**config.mk**
```make
export PLATFORM = sky130hd
export DESIGN_NAME = cordic_fix_to_float_flat
export DESIGN_NICKNAME = d
export VERILOG_FILES = /design/src/rtl/cordic_fix_to_float_pkg.sv /design/src/rtl/cordic_fix_to_float_if.sv /design/src/rtl/cordic_fix_to_float_lzc.sv /design/src/rtl/cordic_fix_to_float.sv /design/src/flat_wrapper.sv
export SDC_FILE = /design/constraint.sdc
export NUM_CORES = 1
export LEC_CHECK = 0
export CORE_MARGIN = 2
export CORE_UTILIZATION = 55
export CTS_CLUSTER_DIAMETER = 30
export DETAILED_ROUTE_END_ITERATION = 10
export GPL_TIMING_DRIVEN = 1
export PLACE_DENSITY = 0.84
export SYNTH_ARGS = -nofsm -noshare
export SYNTH_HDL_FRONTEND = slang
export SYNTH_SLANG_ARGS = --single-unit
```
**constraint.sdc**
```tcl
create_clock -name clk -period 6.45 [get_ports clk]
set_input_delay 1.29 -clock clk [delete_from_list [all_inputs] [get_ports clk]]
set_output_delay 1.29 -clock clk [all_outputs]
set_load 0.005 [all_outputs]
```
**src/rtl/cordic_fix_to_float_pkg.sv**
```systemverilog
// Shared constants, the converter state type and the float packing helper for cordic_fix_to_float.
// Optional feature macro used by the top: CORDIC_F2F_LZC_EN.
package cordic_fix_to_float_pkg;

    localparam int INTEGER_WIDTH    = 4;
    localparam int FRACTIONAL_WIDTH = 20;
    localparam int FLOAT_DATA_WIDTH = 32;
    localparam int FLOAT_BIAS       = 127;

    localparam logic [31:0] FLOAT_ZERO = 32'h0000_0000;

    typedef enum logic [1:0] {
        F2F_IDLE = 2'd0,
        F2F_NORM = 2'd1,
        F2F_PACK = 2'd2,
        F2F_OUT  = 2'd3
    } f2f_state_e;

    // Assemble an IEEE-754 single from its three fields.
    function automatic logic [31:0] float_pack(input logic sign, input logic [7:0] exp, input logic [22:0] mant);
        return {sign, exp, mant};
    endfunction

endpackage

```
**src/rtl/cordic_fix_to_float_if.sv**
```systemverilog
// Valid/ready bus between the CORDIC core, the fixed->float converter and its consumer.
interface cordic_fix_to_float_if #(
    parameter int DW = 24
);
    logic          in_valid;
    logic          in_ready;
    logic [DW-1:0] in_data;
    logic          out_valid;
    logic          out_ready;
    logic [31:0]   result;

    modport master (
        output in_valid, in_data, out_ready,
        input  in_ready, out_valid, result
    );

    modport slave (
        input  in_valid, in_data, out_ready,
        output in_ready, out_valid, result
    );
endinterface

```
**src/rtl/cordic_fix_to_float_lzc.sv**
```systemverilog
// Combinational leading-zero counter; only instantiated when CORDIC_F2F_LZC_EN is defined.
module cordic_lzc #(
    parameter  int W  = 24,
    localparam int CW = $clog2(W)
) (
    input  logic [W-1:0]  i_data,
    output logic [CW-1:0] o_count
);

    // Scan upward so the highest set bit writes last; an all-zero input is never normalised.
    always_comb begin
        o_count = '0;
        for (int i = 0; i < W; i++) begin
            if (i_data[i]) begin
                o_count = CW'(W - 1 - i);
            end else begin
                o_count = o_count;
            end
        end
    end

endmodule

```
**src/rtl/cordic_fix_to_float.sv**
```systemverilog
// Sequential normaliser turning the CORDIC signed Q4.20 result into an IEEE-754 single.
// Define CORDIC_F2F_LZC_EN to normalise in one cycle with a leading-zero counter.
module cordic_fix_to_float
    import cordic_fix_to_float_pkg::*;
#(
    parameter  int INTEGER_WIDTH    = cordic_fix_to_float_pkg::INTEGER_WIDTH,
    parameter  int FRACTIONAL_WIDTH = cordic_fix_to_float_pkg::FRACTIONAL_WIDTH,
    localparam int W                = INTEGER_WIDTH + FRACTIONAL_WIDTH,
    localparam int CW               = $clog2(W)
) (
    input  logic                  clk,
    input  logic                  rst,
    cordic_fix_to_float_if.slave  bus
);

    f2f_state_e    r_state, w_next_state;
    logic [W-1:0]  r_mag, w_mag_next;
    logic [CW-1:0] r_cnt, w_cnt_next;
    logic          r_sign, w_sign_next;
    logic [31:0]   r_result, w_result_next;
    logic          r_out_valid, w_out_valid_next;
    logic          r_in_ready;
    logic [W-1:0]  w_abs;

    // The most negative input negates to 2^(W-1), which is still representable unsigned.
    assign w_abs = bus.in_data[W-1] ? (~bus.in_data + W'(1'b1)) : bus.in_data;

    // Exponent is bias plus the integer weight of the top bit, minus the shifts taken.
    function automatic logic [31:0] pack_result(input logic s, input logic [W-1:0] m, input logic [CW-1:0] c);
        logic [W+21:0] w_tmp;
        w_tmp = {m[W-2:0], 23'd0};
        return float_pack(s, 8'(FLOAT_BIAS + INTEGER_WIDTH - 1) - 8'(c), w_tmp[W+21 -: 23]);
    endfunction

`ifdef CORDIC_F2F_LZC_EN
    logic [CW-1:0] w_lzc;

    cordic_lzc #(.W(W)) u_lzc (
        .i_data  (r_mag),
        .o_count (w_lzc)
    );
`endif

    // Next-state and datapath update for the conversion FSM.
    always_comb begin
        w_next_state     = r_state;
        w_mag_next       = r_mag;
        w_cnt_next       = r_cnt;
        w_sign_next      = r_sign;
        w_result_next    = r_result;
        w_out_valid_next = r_out_valid;
        case (r_state)
            F2F_IDLE: begin
                if (bus.in_valid) begin
                    w_mag_next  = w_abs;
                    w_cnt_next  = '0;
                    if (w_abs == '0) begin
                        w_sign_next  = 1'b0;
                        w_next_state = F2F_OUT;
                    end else begin
                        w_sign_next  = bus.in_data[W-1];
                        w_next_state = F2F_NORM;
                    end
                end else begin
                    w_next_state = F2F_IDLE;
                end
            end
            F2F_NORM: begin
`ifdef CORDIC_F2F_LZC_EN
                w_mag_next   = r_mag << w_lzc;
                w_cnt_next   = w_lzc;
                w_next_state = F2F_PACK;
`else
                if (r_mag[W-1]) begin
                    w_next_state = F2F_PACK;
                end else begin
                    w_mag_next = r_mag << 1;
                    w_cnt_next = r_cnt + CW'(1'b1);
                end
`endif
            end
            F2F_PACK: begin
                w_result_next    = pack_result(r_sign, r_mag, r_cnt);
                w_out_valid_next = 1'b1;
                w_next_state     = F2F_OUT;
            end
            F2F_OUT: begin
                // Zero input arrives here without a result; it is published one cycle after accept.
                if (!r_out_valid) begin
                    w_result_next    = FLOAT_ZERO;
                    w_out_valid_next = 1'b1;
                end else if (bus.out_ready) begin
                    w_out_valid_next = 1'b0;
                    w_next_state     = F2F_IDLE;
                end else begin
                    w_out_valid_next = 1'b1;
                end
            end
            default: begin
                w_next_state     = F2F_IDLE;
                w_out_valid_next = 1'b0;
            end
        endcase
    end

    // State and output registers; reset aborts any conversion in flight.
    always_ff @(posedge clk or negedge rst) begin
        if (!rst) begin
            r_state     <= F2F_IDLE;
            r_mag       <= '0;
            r_cnt       <= '0;
            r_sign      <= 1'b0;
            r_result    <= FLOAT_ZERO;
            r_out_valid <= 1'b0;
            r_in_ready  <= 1'b1;
        end else begin
            r_state     <= w_next_state;
            r_mag       <= w_mag_next;
            r_cnt       <= w_cnt_next;
            r_sign      <= w_sign_next;
            r_result    <= w_result_next;
            r_out_valid <= w_out_valid_next;
            r_in_ready  <= (w_next_state == F2F_IDLE);
        end
    end

    assign bus.in_ready  = r_in_ready;
    assign bus.out_valid = r_out_valid;
    assign bus.result    = r_result;

endmodule
```
**src/flat_wrapper.sv**
```systemverilog
// flat-port wrapper written by rule: the top's interface ports become plain ports
module cordic_fix_to_float_flat import cordic_fix_to_float_pkg::*;
#(
    parameter  int INTEGER_WIDTH    = cordic_fix_to_float_pkg::INTEGER_WIDTH,
    parameter  int FRACTIONAL_WIDTH = cordic_fix_to_float_pkg::FRACTIONAL_WIDTH,
    localparam int W                = INTEGER_WIDTH + FRACTIONAL_WIDTH,
    localparam int CW               = $clog2(W)
)
  (clk, rst, bus_in_valid, bus_in_data, bus_out_ready, bus_in_ready, bus_out_valid, bus_result);
  cordic_fix_to_float_if bus_i ();
  input  logic clk;
  input  logic rst;
  input wire logic [$bits(bus_i.in_valid)-1:0] bus_in_valid;
  input wire logic [$bits(bus_i.in_data)-1:0] bus_in_data;
  input wire logic [$bits(bus_i.out_ready)-1:0] bus_out_ready;
  output wire logic [$bits(bus_i.in_ready)-1:0] bus_in_ready;
  output wire logic [$bits(bus_i.out_valid)-1:0] bus_out_valid;
  output wire logic [$bits(bus_i.result)-1:0] bus_result;
  assign bus_i.in_valid = bus_in_valid;
  assign bus_i.in_data = bus_in_data;
  assign bus_i.out_ready = bus_out_ready;
  assign bus_in_ready = bus_i.in_ready;
  assign bus_out_valid = bus_i.out_valid;
  assign bus_result = bus_i.result;
  cordic_fix_to_float #(.INTEGER_WIDTH(INTEGER_WIDTH), .FRACTIONAL_WIDTH(FRACTIONAL_WIDTH)) u_core (.clk(clk), .rst(rst), .bus(bus_i));
endmodule
```
Word level (Yosys, flattened, before mapping)
Cells that the tools add are included.

Bits in registers: 66. Input bits: 28. Output and inout bits: 34.

Add/subtract/negate cells: 3. Equality and inequality tests: 6. Multiplexer cells: 19. Bitwise operators: 1. Reductions and logical operators: 9.

Operators by type and width (count): 24-bit two-way mux (3); 32-bit one-hot mux with 2 select lines (1); 24-bit one-hot mux with 2 select lines (1); 32-bit two-way mux (1); 24-bit by 1-bit adder with 24-bit output (second input constant) (1); 24-bit zero test (1); 24-bit inverter (1); 2-bit two-way mux (5); 5-bit two-way mux (2); 5-bit one-hot mux with 2 select lines (1); 2-bit one-hot mux with 4 select lines (1); 8-bit by 5-bit subtractor with 8-bit output (first input constant) (1); 2-bit inequality test (second input constant) (3); 2-bit AND reduction (3); 5-bit by 1-bit adder with 5-bit output (second input constant) (1); 2-bit == test (second input constant) (2); 2-bit zero test (2); 2-bit nonzero test (2); 1-bit two-way mux (3); 3-bit AND reduction (1); 2-bit by 1-bit == test with 1-bit output (second input constant) (1); 1-bit one-hot mux with 2 select lines (1).

Longest topological paths before layout
Gate-level depths: netlist (run 1).

Word-level depth: 8. Depth in mapped cells: 9. Depth with buffers taken out: 9.

Least setup slack after synthesis (run 1)
Ideal clock, no wire load.

Path kind: in2reg. Start: input port bus_in_data[0]. End: register u_core.r_sign. Data arrival time: 3.601 ns. Slack: 2.729 ns. Cell stages on the path: 9. Path buffers: 0. Path through: inv_1 -> ha_1 -> or4b_4 -> o41ai_2 -> o311ai_1 -> nor4b_1 -> o2111ai_1 -> or4_1 -> a21boi_1.

Cells in the longest elaborated chain, start to end: 5.

RTL lines: from (decl) (RTL line flat_wrapper.sv:14) `input wire logic [$bits(bus_i.in_data)-1:0] bus_in_data;`; 24-bit inverter (RTL line cordic_fix_to_float.sv:26) `assign w_abs = bus.in_data[W-1] ? (~bus.in_data + W'(1'b1)) : bus.in_data;`; 24-bit by 1-bit adder with 24-bit output (RTL line cordic_fix_to_float.sv:26); 24-bit two-way mux * (RTL line cordic_fix_to_float.sv:26); 24-bit zero test * (RTL line cordic_fix_to_float.sv:57) `if (w_abs == '0) begin`; 1-bit two-way mux * (RTL line cordic_fix_to_float.sv:57); to (signal assigned) (RTL line cordic_fix_to_float.sv:120) `r_sign <= w_sign_next;`; to (decl) (RTL line cordic_fix_to_float.sv:19) `logic r_sign, w_sign_next;`.

Mark *: on every way between the ends. The rest lies on a longest branch, timed or not. A chain may end at the register's enable or synchronous reset.

Worst setup path in the final report (run 1)
Start: input port bus_in_data[1]. End: register u_core.r_sign.

Same word-level chain as after synthesis.

==> impl_metrics.ini, run 1 <==
[logic_synthesis]
ys_warn_count = 0
synth_cells = 357
synth.area.top_cells = dfrtp_1, a22o_1, xor2_1
syn_avg_cell_area_um2 = 9.90
syn-cell-area_mm2 = 0.00354
synth_most_common_cell = dfrtp_1
ys_seq_area_share_pct = 46.7
synth_top_area_share_pct = 46.0
postSynth.asyncResetShare_pct = 100
synth_area_leader_cell = dfrtp_1
synthesis.nets = 388
ys_ff_latch = 66
synth_ff_type = dfrtp_1
ys_top_cells_by_count = dfrtp_1, o21ai_0, nand2_1
synth-edff-count = 0
ys_types = 56

[setup_path]
reg2reg_depth = 7
start_kind = primary input
reg2reg_to = u_core.r_sign
critPathKind = in2reg
cp-end-kind = register
cp_max_fo = 7
r2r-start = u_core.r_state[0]
worst_ep_required_time_ns = 6.68
crit_path_top_delay_cell = or4_1
cp.arrival_ns = 4.34
critical_path.cell_chain = clkdlybuf4s50_1, inv_1, ha_1, or4b_4, o41ai_2, o311ai_1, nor4b_1, o2111ai_1, or4_1, a21boi_1
ff2ff_setup_slack_ns = 3.92
cpPeakStageDelay_ns = 0.58

[timing]
max_freq_mhz = 243
holdWs_ns = 0.496
period_share_pct = 63.7
skew_ns = 0.0130
hold_viol = 0
finalSetupViolations = 0
max_slew_margin_pct = 32.0
timing.setup.tns_ns = 0
drv_slew = 0
post-route-min-period_ns = 4.11
rsz0062_at_grt = false
worstMarginPinSlew_ns = 1.02

[job]
drv_cap = 0

[min_path]
hold_class = reg2reg
holdPathStages = 2
hold_path_end = u_core.bus.result[26]
worstHoldStart = u_core.bus.result[26]

[routing]
routedWlPerCell_um = 16.6
dr.pass1.iters = 7
wirelength_met1_mm = 3.80
wl_met3_um = 377
antenna_left = 0
finalWirelength_mm = 8.03
route.detailed.drc = 0
top_layer = met4
routed_via_density = 6.17
route.met2.wl_mm = 3.70
drt-initial-drc-count = 260
vias = 2984

[placed_design]
place_congestion = 0.877
hpwl_mm = 5.85
port_buffers = 61

[clock_tree]
cts_buffers = 9
insertion_delay_ns = 0.35
cts_sinks = 66
hold_buffers = 0
clock_path_buffers = 2
clk_pin_slew_ns = 0.08
cts_tree = built
h-tree-depth = 3
cts_resized = 0
root_buffer = clkbuf_8
cts_setup_buffers = 0

[global_routing]
globalRouteOverflowTotal = 0
grt_pass1_wl_mm = 13.8
grt_usage_pct = 24.0
grt_max_degree = 67
grt_pass1_vias = 2772
antenna_found_initial = 0

[final_layout]
antennaDiodeCount = 0
fillerInstances = 508
seq_area_mm2 = 0.00165
layout-drive-gt1-share_pct = 7.37
layout.nets = 433
multi_input_area_mm2 = 0.00171
area_growth_pct = 22.5

[floorplan]
io_pins = 62
core_area_mm2 = 0.00628
row_count = 29
die_w_um = 84.2
die-area_mm2 = 0.00709
start_util_pct = 56.3
fp.dieH_um = 84.2

[power]
p_leak_uw = 0.00184
p_per_area_mw_per_mm2 = 382
ir_worst_vdd_uv = 251

[outcome]
status = complete, no violations
[sequential cells by signal, summed over array words and instances, names as in the netlist]
register and flops:
u_core.r_mag 24, u_core.bus.result 32, u_core.r_cnt 5, u_core.bus.out_valid 1, u_core.bus.in_ready 1, u_core.r_sign 1, u_core.r_state 2
[cell families after synthesis]
kind of cell | after synthesis | synth area share, %
flops | 66 | 46.7
mux | 4 | 1.17
buf+inv | 39 | 5.02
fa+ha+maj | 3 | 1.06
xor+xnor | 24 | 5.94
compound gates | 119 | 24.1
simple gates | 102 | 16.0
[stage by stage]
stage	util, %	setup slack [ns]	instance area [um2]	cells	power (uW)
finish	69.0	2.34	4330	484	1660
global route	69.0	2.06	4330	484	1770
CTS	69.0	2.35	4330	484	1670
detailed placement	65.6	2.00	4120	468	1300
global placement	65.6	2.13	4120	468	1270
floorplan	-	2.73	3540	357	1040
[placed cells by master (no fill, tap or decap), drive strengths merged, types with 5 or more instances in the layout]
cell type,netlist,routed
a21oi,6,6
inv,8,10
clkbuf,24,11
a22o,29,29
nand2,31,31
buf,7,5
o41ai,5,5
dfrtp,65,65
nor2,13,13
o21ai,38,38
xor2,20,20
nor4,6,6
nand4,8,8
nand2b,6,6
clkdlybuf4s50,0,60
a22oi,20,20
or4,8,8
nor3,5,5
or3,6,6
[per-layer routing]
| metal | up-vias | global-route usage [%] |
|---|---|---|
| met5 | - | 0 |
| met4 | 0 | 8.06 |
| met3 | 14 | 3.64 |
| met2 | 106 | 35.9 |
| met1 | 1429 | 36.2 |
| li1 | 1435 | - |
[critical path: cells and delay by family]
family	cells	cell delay (ns)
AOI/OAI and AO/OA	4	0.79
adders and majority gates	1	0.26
and+or+nand+nor	3	1.44
buffers and inverters	2	0.55
[power breakdown]
group          internal [uW]  leakage [uW]  switching, uW
Combinational            303      0.000882            278
Clock                    202      0.000106            162
Sequential               572      0.000849            140
Total                   1080       0.00184            580
[how the worst max path moves through the flow]
| stage | from | to | cells past startpoint |
|---|---|---|---|
| 5_1_grt | bus_in_data[1] | u_core.r_sign | 10 |
| 4_1_cts | bus_in_data[0] | u_core.r_sign | 10 |
| 3_3_place_gp | bus_in_data[0] | u_core.r_sign | 10 |
| 3_5_place_dp | bus_in_data[0] | u_core.r_sign | 10 |
| 6_report | bus_in_data[1] | u_core.r_sign | 10 |
| 2_1_floorplan | bus_in_data[0] | u_core.r_sign | 9 |
[layout make-up]
class	count	area share, %
Multi-Input combinational cell	252	39.4
Sequential cell	66	38.2
Timing Repair Buffer	65	14.7
Clock buffer	11	3.50
Tap cell	77	2.22
Clock inverter	5	1.39
Inverter	8	0.693
No activity file was read; power rests on OpenSTA's default activity.
==> run 2: changes to the inputs <==
CORE_UTILIZATION = 48   (was 55)
PLACE_DENSITY = 0.78   (was 0.84)
clock period = 3.45 ns   (was 6.45 ns; I/O delays follow)
==> impl_metrics.ini, run 2 (synthesis gave the netlist of run 1 again) <==
[final_layout]
multi_input_area_mm2 = 0.00171
area_growth_pct = 29.8
fillerInstances = 594
final_common_cell = dfrtp_1
largest_reg_flops = 32
layout_common_cells = dfrtp_1, clkdlybuf4s50_1, buf_4, o21ai_0, nand2_1
final_cells = 541
final_cell_area_mm2 = 0.00459
seq_area_mm2 = 0.00165
layout.nets = 469
antennaDiodeCount = 0
layout-drive-gt1-share_pct = 14.3

[global_routing]
grt_usage_pct = 20.4
grt_pass1_wl_mm = 13.6
globalRouteOverflowTotal = 0
grt_max_degree = 58
grt_pass1_vias = 2804
antenna_found_initial = 0

[placed_design]
place_inst = 526
place_congestion = 0.879
dpl_cell_area_mm2 = 0.00442
hpwl_mm = 6.24
port_buffers = 61

[setup_path]
start_kind = primary input
cp.arrival_ns = 3.48
worst_ep_required_time_ns = 3.66
critPathKind = in2reg
cp-end-kind = register
r2r-start = u_core.r_state[0]
reg2reg_to = u_core.r_sign
cp_max_fo = 4
ff2ff_setup_slack_ns = 1.26
reg2reg_depth = 7

[routing]
vias = 3037
dr.pass1.iters = 5
routed_via_density = 5.61
route.detailed.drc = 0
antenna_left = 0
finalWirelength_mm = 8.21
routedWlPerCell_um = 15.2
drt-initial-drc-count = 143

[floorplan]
die-area_mm2 = 0.00807
io_pins = 62
die_w_um = 89.8
row_count = 31
core_area_mm2 = 0.00718
fp.dieH_um = 89.8
start_util_pct = 49.3

[power]
combPwrFrac_pct = 37.0
power.internal_uw = 1960
p_total_uw = 2990
p_switching_uw = 1030
clock_power_share_pct = 18.9
swShare_pct = 34.5
seqPwrFrac_pct = 44.1
p_leak_uw = 0.00199
p_per_area_mw_per_mm2 = 651
ir_worst_vdd_uv = 290

[clock_tree]
clock_path_buffers = 2
cts_setup_buffers = 0
root_buffer = clkbuf_8
hold_buffers = 0
insertion_delay_ns = 0.32
h-tree-depth = 3
cts_sinks = 66
cts_buffers = 9
clk_pin_slew_ns = 0.07
cts_tree = built
cts_resized = 0

[timing]
drv_slew = 0
worstMarginPinSlew_ns = 1.01
max_freq_mhz = 306
period_share_pct = 94.7
skew_ns = 0.00483
holdWs_ns = 0.209
finalSetupViolations = 0
rsz0062_at_grt = false
post-route-min-period_ns = 3.27
hold_viol = 0
max_slew_margin_pct = 32.6

[outcome]
status = complete, no violations

[min_path]
hold_class = in2async

[job]
drv_cap = 0
run 2: worst max path at each step:
stage / from / depth (start not counted) / slack, ns / end
floorplan: bus_in_data[0] / 9 / 0.33 / u_core.r_sign
global placement: bus_in_data[0] / 10 / -0.11 / u_core.r_sign
detailed placement: bus_in_data[0] / 10 / -0.21 / u_core.r_sign
CTS: bus_in_data[0] / 10 / 0.14 / u_core.r_sign
global route: bus_in_data[1] / 10 / 0.04 / u_core.r_sign
finish: bus_in_data[0] / 10 / 0.18 / u_core.r_sign
run 2: power by group through the flow:
| stage | Clock (uW) | Sequential (uW) | Combinational (uW) |
|---|---|---|---|
| after floorplan | 0 | 1250 | 684 |
| after global placement | 0 | 1320 | 1080 |
| after detailed placement | 0 | 1330 | 1110 |
| after CTS | 576 | 1320 | 1120 |
| after global routing | 605 | 1350 | 1230 |
| final | 564 | 1320 | 1110 |
run 2: area by class of cell:
class,count,area share (%)
clock inverter,2,0.273
sequential,66,36.0
clock buffer,13,3.46
tap,99,2.70
multi-input combinational,252,37.2
timing repair buffer,101,19.7
inverter,8,0.654
run 2: through the flow:
stage	utilization [%]	worst slack, ns	TNS [ns]
after floorplan	-	0.329	0
after global placement	61.6	-0.110	-0.116
after detailed placement	61.6	-0.215	-0.345
after CTS	64.0	0.135	0
after global routing	64.0	0.0393	0
final	64.0	0.183	0
run 2: worst max-delay path: stages:
cell,delay [ns]
clkdlybuf4s50_1,0.42
inv_1,0.08
ha_1,0.17
or4b_4,0.49
o41ai_2,0.29
o311ai_1,0.18
nor4b_1,0.27
o2111ai_1,0.14
or4_1,0.58
a21boi_1,0.15
run 2: routing by layer:
metal / vias up / routed length, um / global-route usage (%) / share of wire (%)
met4: 0 / 67 / 6.54 / 0.82
li1: 1500 / - / - / -
met5: - / 0 / 0 / 0
met2: 55 / 3900 / 33.0 / 47
met1: 1478 / 4020 / 29.0 / 49
met3: 4 / 225 / 2.60 / 2.7
==> run 3: changes to the inputs <==
CORE_MARGIN = 1.5   (was 2)
CORE_UTILIZATION = 55   (was 48)
HOLD_SLACK_MARGIN = 0.05   (was default)
PLACE_DENSITY = 0.84   (was 0.78)
clock period = 3.87 ns   (was 3.45 ns; I/O delays follow)
==> impl_metrics.ini, run 3 (synthesis gave the netlist of run 1 again) <==
[placed_design]
port_buffers = 61
hpwl_mm = 5.91
place_congestion = 0.966
dp_slack_ns = 0.0783

[setup_path]
crit_path_top_delay_cell = or4_1
ff2ff_setup_slack_ns = 1.36
cp_max_fo = 5
worst_ep_required_time_ns = 4.09
cp-end-kind = register
r2r-start = u_core.r_state[1]
critical_path.cell_chain = clkdlybuf4s50_1, inv_1, ha_1, or4b_4, o41ai_2, o311ai_1, nor4b_1, o2111ai_1, or4_1, a21boi_1
critPathKind = in2reg
reg2reg_to = u_core.r_sign
cpPeakStageDelay_ns = 0.58
cp-startpoint = bus_in_data[1]
start_kind = primary input
reg2reg_depth = 8
cp.arrival_ns = 3.71

[clock_tree]
cts_tree = built
cts_buffers = 9
h-tree-depth = 3
clock_path_buffers = 2
cts_resized = 0
root_buffer = clkbuf_8
hold_buffers = 0
cts_setup_buffers = 0
insertion_delay_ns = 0.34
clk_pin_slew_ns = 0.07
cts_sinks = 66

[routing]
vias = 3057
drt-initial-drc-count = 257
route.detailed.drc = 0
dr.pass1.iters = 5
antenna_left = 0
routed_via_density = 6.19
routedWlPerCell_um = 16.5
finalWirelength_mm = 8.14

[timing]
drv_slew = 0
worstMarginPinSlew_ns = 1.05
max_slew_margin_pct = 30.3
post-route-min-period_ns = 3.48
hold_viol = 0
timing.setup.tns_ns = 0
rsz0062_at_grt = false
period_share_pct = 90.0
max_freq_mhz = 287
finalSetupViolations = 0
fin_ws_ns = 0.386
skew_ns = 0.00842

[global_routing]
antenna_found_initial = 0
grt_usage_pct = 24.5
grt_pass1_wl_mm = 13.5
globalRouteOverflowTotal = 0
grt_pass1_vias = 2681
grt_max_degree = 50

[final_layout]
layout_common_cells = dfrtp_1, clkdlybuf4s50_1, o21ai_0, nand2_1, a22o_1
fillerInstances = 479
layout-drive-gt1-share_pct = 8.87
area_growth_pct = 23.3
layout.nets = 443
largest_reg_flops = 32
final_common_cell = dfrtp_1
antennaDiodeCount = 0

[power]
p_leak_uw = 0.00187
ir_worst_vdd_uv = 406
p_per_area_mw_per_mm2 = 609

[job]
drv_cap = 0

[floorplan]
fp.dieH_um = 83.2
start_util_pct = 56.3
core_area_mm2 = 0.00628
io_pins = 62
row_count = 29
die_w_um = 83.2
die-area_mm2 = 0.00692

[min_path]
worstHoldStart = u_core.bus.result[26]
holdPathStages = 2
hold_class = reg2reg
hold_path_end = u_core.bus.result[26]

[outcome]
status = complete, no violations
[run 3: worst max path at each step]
stage | slack, ns | cells after the start | endpoint
after floorplan | 0.67 | 9 | u_core.r_sign
final | 0.39 | 10 | u_core.r_sign
after CTS | 0.42 | 10 | u_core.r_sign
after global routing | 0.22 | 10 | u_core.r_sign
after global placement | 0.19 | 10 | u_core.r_sign
after detailed placement | 0.08 | 10 | u_core.r_sign
[run 3: per-stage QoR]
step	utilization [%]	hold WS, ns	std cells	total power (uW)	instance area [um2]
detailed placement	66.8	0.470	478	2170	4200
global route	69.4	0.523	494	2830	4360
CTS	69.4	0.485	494	2670	4360
finish	69.4	0.478	494	2660	4360
global placement	66.8	0.466	478	2130	4200
floorplan	-	0.466	357	1730	3540
[run 3: critical path, delay by kind of cell]
kind	cells	cell delay, ns
compound gates	4	0.78
fa+ha+maj	1	0.16
buf+inv	2	0.56
simple gates	3	1.42
[run 3: area by class of cell]
| cell class | count | area (um2) | share of cell area (%) |
|---|---|---|---|
| Clock buffer | 13 | 149 | 3.42 |
| Sequential cell | 66 | 1650 | 37.9 |
| Inverter | 8 | 30.0 | 0.689 |
| Timing Repair Buffer | 75 | 711 | 16.3 |
| Multi-Input combinational cell | 252 | 1710 | 39.1 |
| Tap cell | 77 | 96.3 | 2.21 |
| Clock inverter | 3 | 15.0 | 0.344 |
[run 3: where the power goes]
group,internal (uW),total [uW],leakage [uW],switching [uW]
Clock,247,489,0.0000872,241
Combinational,512,980,0.000932,468
Sequential,954,1190,0.000849,233
Total,1710,2660,0.00187,943
[run 3: per-layer routing]
layer	GRT usage, %	share of wire (%)	vias to the layer above
met4	8.48	1.7	0
met3	4.27	6.7	16
li1	-	-	1448
met5	0	0	-
met1	36.3	45	1437
met2	36.5	47	156
